<file path="src/rtl/pmem_responder_pkg.sv">
// pmem_responder_pkg: FSM state encoding, default memory window and range check shared by the responder.
package pmem_responder_pkg;
  typedef enum logic [1:0] {S_IDLE, S_WAIT, S_RESP} state_t;
  localparam logic [31:0] DEF_PMEM_BASE = 32'h8000_0000;
  localparam logic [31:0] DEF_PMEM_SIZE = 32'h0800_0000;
  // Wrapping subtract folds both below-base and above-top addresses into one compare.
  function automatic logic out_of_range(input logic [31:0] addr, input logic [31:0] base,
                                        input logic [31:0] size);
    return (addr - base) >= size;
  endfunction
endpackage

</file>
<file path="src/rtl/pmem_latency_ctr.sv">
// pmem_latency_ctr: 4-bit loadable down-counter; o_done flags that the wait has run out.
module pmem_latency_ctr (
  input  logic       clk,
  input  logic       rst_n,
  input  logic       i_load,
  input  logic       i_dec,
  input  logic [3:0] i_val,
  output logic       o_done
);
  logic [3:0] r_cnt;
  always_ff @(posedge clk or negedge rst_n)
    if (!rst_n) r_cnt <= '0;
    else r_cnt <= i_load ? i_val : (i_dec ? r_cnt - 4'd1 : r_cnt);
  assign o_done = (r_cnt == 4'd0);
endmodule

</file>
<file path="src/rtl/pmem_responder.sv">
// pmem_responder: single-outstanding valid/ready memory endpoint with programmable wait before the access.
// Physical memory sits behind the pmem_* port; pmem_rdata must be valid in the cycle pmem_ren is high.
module pmem_responder
  import pmem_responder_pkg::*;
#(
  parameter int unsigned LATENCY   = 2,
  parameter logic [31:0] PMEM_BASE = DEF_PMEM_BASE,
  parameter logic [31:0] PMEM_SIZE = DEF_PMEM_SIZE
) (
  input  logic        clk,
  input  logic        reset,
  input  logic        req_valid,
  output logic        req_ready,
  input  logic        req_wen,
  input  logic [31:0] req_addr,
  input  logic [31:0] req_wdata,
  input  logic [7:0]  req_wmask,
  output logic        rsp_valid,
  input  logic        rsp_ready,
  output logic [31:0] rsp_rdata,
  output logic        rsp_err,
  output logic        pmem_ren,
  output logic        pmem_wen,
  output logic [31:0] pmem_addr,
  output logic [31:0] pmem_wdata,
  output logic [7:0]  pmem_wmask,
  input  logic [31:0] pmem_rdata
);
  localparam logic [3:0] LAT = 4'(LATENCY);
  state_t      r_state, w_next;
  logic        r_ready, r_rsp_valid, r_err, r_wen;
  logic [31:0] r_rdata, r_addr, r_wdata;
  logic [3:0]  r_wmask;
  logic        w_accept, w_done, w_access, w_err, w_release, w_unused;
  assign w_unused  = ^req_wmask[7:4];
  assign w_accept  = req_valid & r_ready;
  assign w_access  = (r_state == S_WAIT) & w_done;
  assign w_release = (r_state == S_RESP) & rsp_ready;
  assign w_err     = out_of_range(r_addr, PMEM_BASE, PMEM_SIZE);
  pmem_latency_ctr u_ctr (
    .clk    (clk),
    .rst_n  (reset),
    .i_load (w_accept),
    .i_dec  ((r_state == S_WAIT) & ~w_done),
    .i_val  (LAT),
    .o_done (w_done)
  );
  always_comb begin
    w_next = r_state;
    if (w_accept) w_next = S_WAIT;
    if (w_access) w_next = S_RESP;
    if (w_release) w_next = S_IDLE;
  end
  // Memory strobes fire only in the single cycle whose closing edge enters RESP.
  assign pmem_ren   = w_access & ~r_wen & ~w_err;
  assign pmem_wen   = w_access & r_wen & ~w_err & (|r_wmask);
  assign pmem_addr  = {r_addr[31:2], 2'b00};
  assign pmem_wdata = r_wdata;
  assign pmem_wmask = {4'b0000, r_wmask};
  always_ff @(posedge clk or negedge reset)
    if (!reset) begin
      r_state     <= S_IDLE;
      r_ready     <= 1'b0;
      r_rsp_valid <= 1'b0;
      r_rdata     <= '0;
      r_err       <= 1'b0;
      r_wen       <= 1'b0;
      r_addr      <= '0;
      r_wdata     <= '0;
      r_wmask     <= '0;
    end else begin
      r_state <= w_next;
      r_ready <= (w_next == S_IDLE);
      if (w_accept) begin
        r_wen   <= req_wen;
        r_addr  <= req_addr;
        r_wdata <= req_wdata;
        r_wmask <= req_wmask[3:0];
      end
      if (w_access) begin
        r_rsp_valid <= 1'b1;
        r_rdata     <= (r_wen | w_err) ? 32'd0 : pmem_rdata;
        r_err       <= w_err;
      end else if (w_release) r_rsp_valid <= 1'b0;
    end
  assign req_ready = r_ready;
  assign rsp_valid = r_rsp_valid;
  assign rsp_rdata = r_rdata;
  assign rsp_err   = r_err;
endmodule

</file>
<file path="config.mk">
export PLATFORM = sky130hd
export DESIGN_NAME = pmem_responder
export DESIGN_NICKNAME = d
export VERILOG_FILES = /design/src/rtl/pmem_responder_pkg.sv /design/src/rtl/pmem_latency_ctr.sv /design/src/rtl/pmem_responder.sv
export SDC_FILE = /design/constraint.sdc
export NUM_CORES = 1
export LEC_CHECK = 0
export ABC_AREA = 1
export CORE_ASPECT_RATIO = 1.5
export CORE_MARGIN = 4
export CORE_UTILIZATION = 62
export CTS_CLUSTER_DIAMETER = 100
export CTS_CLUSTER_SIZE = 28
export DETAILED_ROUTE_END_ITERATION = 8
export DONT_BUFFER_PORTS = 1
export GPL_TIMING_DRIVEN = 0
export PLACE_DENSITY = 0.76
export SYNTH_ARGS = -nofsm -noshare
export SYNTH_HDL_FRONTEND = slang
export SYNTH_SLANG_ARGS = --single-unit
</file>
<file path="constraint.sdc">
create_clock -name clk -period 1.5 [get_ports clk]
set_input_delay 0.225 -clock clk [delete_from_list [all_inputs] [get_ports clk]]
set_output_delay 0.225 -clock clk [all_outputs]
set_load 0.01 [all_outputs]
</file>
# Word level (Yosys, flattened, before mapping)
# Cells that the tools add are included.
[word_totals]
register_bits = 110
input_bits = 109
out_inout_bits = 109
wordCells = 41
[op_classes]
add_sub_neg = 2
n_lt_le_gt_ge = 1
n_eq_ne = 2
mux = 8
bitwise_logic = 13
reduce_logical = 5
[ops]
columns = ["operator", "count"]
rows = [
  ["greater-or-equal comparator 32 x 28 -> 1 bit, second input constant", 1],
  ["two-way mux 32 bit", 1],
  ["subtractor 32 bit, second input constant", 1],
  ["AND 1 bit", 9],
  ["two-way mux 4 bit", 2],
  ["two-way mux 2 bit", 3],
  ["zero test 4 bit", 1],
  ["nonzero test 2 bit", 2],
  ["OR reduction 4 bit", 1],
  ["subtractor 4 x 1 -> 4 bit, second input constant", 1],
  ["inverter 1 bit", 3],
  ["== test 2 x 1 -> 1 bit, second input constant", 1],
  ["== test 2 bit, second input constant", 1],
  ["zero test 2 bit", 1],
  ["two-way mux 1 bit", 2],
  ["bitwise OR 1 bit", 1],
]

# Depth between registers and ports, before layout
[logic_depth]
ltp_word = 5
ltp_mapped = 7
depth_no_buf = 6

# Modules after synthesis
# Synthesis repeated with hierarchy kept, for this count alone.
[unflattened]
cells_unflattened = 527
hier_area_um2 = 4594.4
[modules_own_cells]
columns = ["module", "instances", "cells_each", "area_each_um2", "seq_area_each_um2"]
rows = [
  ["pmem_responder", 1, 496, 4355.4, 2602.5],
  ["pmem_latency_ctr", 1, 31, 239.0, 100.1],
]

# Least setup slack after synthesis
# OpenSTA, ideal clock, no wires.
[synth_timing]
path_type = "register -> output"
from = "register u_ctr.r_cnt[0]"
to = "output port pmem_ren"
arrival_ns = 1.233
required_ns = 1.275
slack_ns = 0.042
stages_incl_launch_ff = 7
n_path_buf = 0
cell_sequence = "dfrtp_1 -> inv_1 -> ha_1 -> nand2_2 -> nor2_4 -> nand2_1 -> nor2_1"
[synth_between]
elab_chain_len = 4
[synth_lines]
columns = ["element", "line", "text"]
rows = [
  ["from (decl)", "pmem_latency_ctr.sv:10", "logic [3:0] r_cnt;"],
  ["from (signal assigned)", "pmem_latency_ctr.sv:13", "else r_cnt <= i_load ? i_val : (i_dec ? r_cnt - 4'd1 : r_cnt);"],
  ["zero test 4 bit", "pmem_latency_ctr.sv:14", "assign o_done = (r_cnt == 4'd0);"],
  ["AND 1 bit", "pmem_responder.sv:37", "assign w_access = (r_state == S_WAIT) & w_done;"],
  ["AND 1 bit (2 in a row)", "pmem_responder.sv:55", "assign pmem_ren = w_access & ~r_wen & ~w_err;"],
  ["to (decl)", "pmem_responder.sv:22", "output logic pmem_ren,"],
]
# No other way between the ends.

# Worst setup path after layout
[layout_timing]
from = "register u_ctr.r_cnt[1]"
to = "output port pmem_ren"
# Same word-level chain as after synthesis.

==> summary.txt <==
Route
  • DRT Wirelength: approximately 13 mm
  • Via/cell ratio: 5.296
  • DRT Pass-1 Iters: 4
  • Residual DRC: 0
  • Via count: 3,967
  • Routed len/inst: between 15 and 20 um
  • DRT antenna net count: 0
  • DR iter-0 viols: about 260

Final layout
  • Commonest non-fill, non-tap cell in the layout: nand2_1
  • Nets: about 750
  • Synthesis-to-finish area growth: 31.38%
  • Util after Layout: 83.41%
  • Most frequent cells in the layout: 275 x nand2_1, 106 x dfrtp_1, 98 x dlygate4sd3_1, 48 x buf_4, 35 x nand3_1
  • Layout cell share with drive strength beyond 1: approximately 15%
  • Fin cells: 749
  • Fillcell total: around 390
  • Design area: 5988 um2

Timing
  • Final min period: 1.604 ns
  • Fmax: 623.4 MHz
  • Final hold violation count: ~110
  • Worst setup margin: -0.1042 ns
  • Post-route clock period utilization: 106.9%
  • Hold slack: -0.4451 ns
  • Unrepaired setup endpoints after global routing: true
  • Setup TNS: -0.1956 ns
  • # setup viols final: 2
  • Final Slew Violations: 0
  • Skew final: about 0.0054 ns

Setup path
  • CP Buf/Inv Count: 1
  • CP top delay family: flip-flops
  • CP max FO: 3
  • RR Startpoint: u_ctr.r_cnt[1]$_DFFE_PN0P_
  • Critical Path AT: between 1 and 1.5 ns
  • Reg2Reg Depth: 7
  • Reg-to-reg endpoint: rsp_rdata[21]$_DFFE_PN0N_
  • Sequence of cells on the critical path: inv_2 -> ha_4 -> nand2_4 -> nor2_4 -> nand2_4 -> nor2_4
  • Critical Path End Type: output port
  • Critical path type: reg2out
  • Critical path's slowest cell: dfrtp_1
  • CP max stage delay: about 0.40 ns
  • FF-to-FF setup slack: around 0.10 ns
  • WP data required: about 1.3 ns
  • Startpoint Class: flip-flop

GRT
  • Initial antenna violation count: 0
  • Met3 Resource Use GR: 9.315%
  • First-pass GRT wire length: approximately 20 mm
  • M1 GR Usage: between 30% and 40%
  • GRT Util Overall: approximately 30%
  • GR peak layer: met2
  • Pin count of the biggest net entering global routing: about 110
  • Number of global-route vias before repair: approximately 4,300
  • Met2 Use GR: a little over 50%
  • GRT overflow: 0

Logic synthesis
  • Share of flip-flops with an asynchronous set or reset: 100.0%
  • Post-Synthesis Cells: around 520
  • Register area share after synthesis: approximately 59%
  • Number of enable flip-flop cells after synthesis: 0
  • Dominant synthesized flop cell: dfrtp_1
  • Seq cells post-synth: 108
  • Synth cell types: 22
  • Area leader, netlist: dfrtp_1
  • Synth top area cells: dfrtp_1 59%, nand2_1 23%, buf_4 6.3%, nand3_1 3.8%, buf_2 1.2%
  • Netlist Area Pre-Place: 4558 um2
  • Syn. warnings: 0
  • Avg Cell Area, Syn: 8.749 um2
  • Top-area cell type share of the netlist area: between 50% and 60%

Status
  • Failing checks: negative hold slack, negative setup slack
  • Outcome: complete, but fails checks

Job
  • Maxcap violations: 0

Pwr
  • PnR Total Power: roughly 11 mW
  • Leak: 3.211 nW
  • PwrDens: approximately 1800 nW/um2
  • Maximum VDD drop: approximately 1.4 mV

Clocking
  • Clk sinks: 108
  • Clock transition at the registers of the reported paths: roughly 0.09 ns
  • CTS root buf: clkbuf_8
  • CTS tree: yes
  • Htree depth: 3
  • Worst-Skew Late Latency: roughly 0.36 ns
  • CTS Buf Count: 9
  • Maximum clock path buffer count: 2

Die
  • Number of I/O pins: between 200 and 250
  • CORE AREA: about 7000 um2
  • Die ar.: about 9000 um2
  • Die width: between 70 and 80 um
  • Initial Util: between 60% and 70%
  • Die H: ~110 um
  • Site Rows: 38

Placement
  • Global placement routability congestion: between 0.7 and 0.8
  • Placed cell area: ~4700 um2
  • I/O Buffers: 0
  • Placed insts: 626
  • Dpl ws: -0.2656 ns
  • Final HPWL DP: 7.392 mm

Hold path
  • Hold Path Class: in2async
[cells by family after synthesis]
group	share of synthesized area (%)
buffers and inverters	9.909
XOR/XNOR	0.1922
adder cells (fa/ha/maj)	0.2745
other	0.08227
AO/OA/AOI/OAI	1.098
flip-flops	59.29
AND/OR/NAND/NOR	29.15
[sequential cells by signal, indices dropped and copies added (netlist names)]
signal,cells
u_ctr.r_cnt,4
r_state,2
req_ready,1
rsp_rdata,32
pmem_wdata,32
rsp_err,1
r_wmask,4
r_addr,30
r_wen,1
rsp_valid,1
[per-layer routing]
metal / share of wire [%] / wire (um)
met1: 35 / 4522
met2: 51 / 6505
met3: 8.4 / 1077
met4: 5.9 / 765
met5: 0 / 0
[worst max path at each step]
| stage | cells after the start | slack [ns] | end | start |
|---|---|---|---|---|
| 6_report | 6 | -0.10 | pmem_ren | u_ctr.r_cnt[1]$_DFFE_PN0P_ |
| 5_1_grt | 6 | -0.17 | pmem_ren | r_addr[31]$_DFFE_PN0P_ |
| 4_1_cts | 6 | -0.15 | pmem_ren | u_ctr.r_cnt[1]$_DFFE_PN0P_ |
| 3_5_place_dp | 6 | -0.27 | pmem_ren | u_ctr.r_cnt[0]$_DFFE_PN0P_ |
| 3_3_place_gp | 6 | -0.25 | pmem_ren | u_ctr.r_cnt[0]$_DFFE_PN0P_ |
| 2_1_floorplan | 6 | 0.04 | pmem_ren | u_ctr.r_cnt[0]$_DFFE_PN0P_ |
[final cells by class]
| cell class | instances | area, um2 | area share [%] |
|---|---|---|---|
| plain buffers | 60 | 431.7 | 7.209 |
| repair buffers | 107 | 1049 | 17.51 |
| clock buffers | 11 | 141.4 | 2.361 |
| multi-input cells | 350 | 1478 | 24.68 |
| clock inverters | 4 | 26.28 | 0.4388 |
| diodes | 1 | 2.502 | 0.04179 |
| flip-flops and latches | 108 | 2705 | 45.17 |
| inverters | 8 | 30.03 | 0.5015 |
| well taps | 100 | 125.1 | 2.089 |
[where the power goes]
group / total, mW / switching, mW / internal (mW)
clock network: 1.58 / 0.944 / 0.640
registers: 5.64 / 1.43 / 4.21
logic: 3.84 / 2.15 / 1.69
[what timing repair did]
| action | in CTS | in global routing |
|---|---|---|
| hold buffers | 97 | 1 |
| setup buffers | 6 | 3 |
| setup endpoints to repair | 72 | 70 |
| gates resized for setup | 15 | 8 |
| hold endpoints to repair | 205 | 109 |
| cloned | 0 | 0 |
| pin swaps | 5 | 3 |
[Yosys cell counts, types with 2 or more instances]
master      n
dfrtp_1   108
buf_2      11
o21ai_0     5
nand2_1   277
buf_6       4
nand3_2     2
nor2_1     14
inv_1       8
clkbuf_1    6
nand3_1    35
nor2_4      2
a21oi_1     2
buf_4      38
Power figures use the tool's default switching activity.
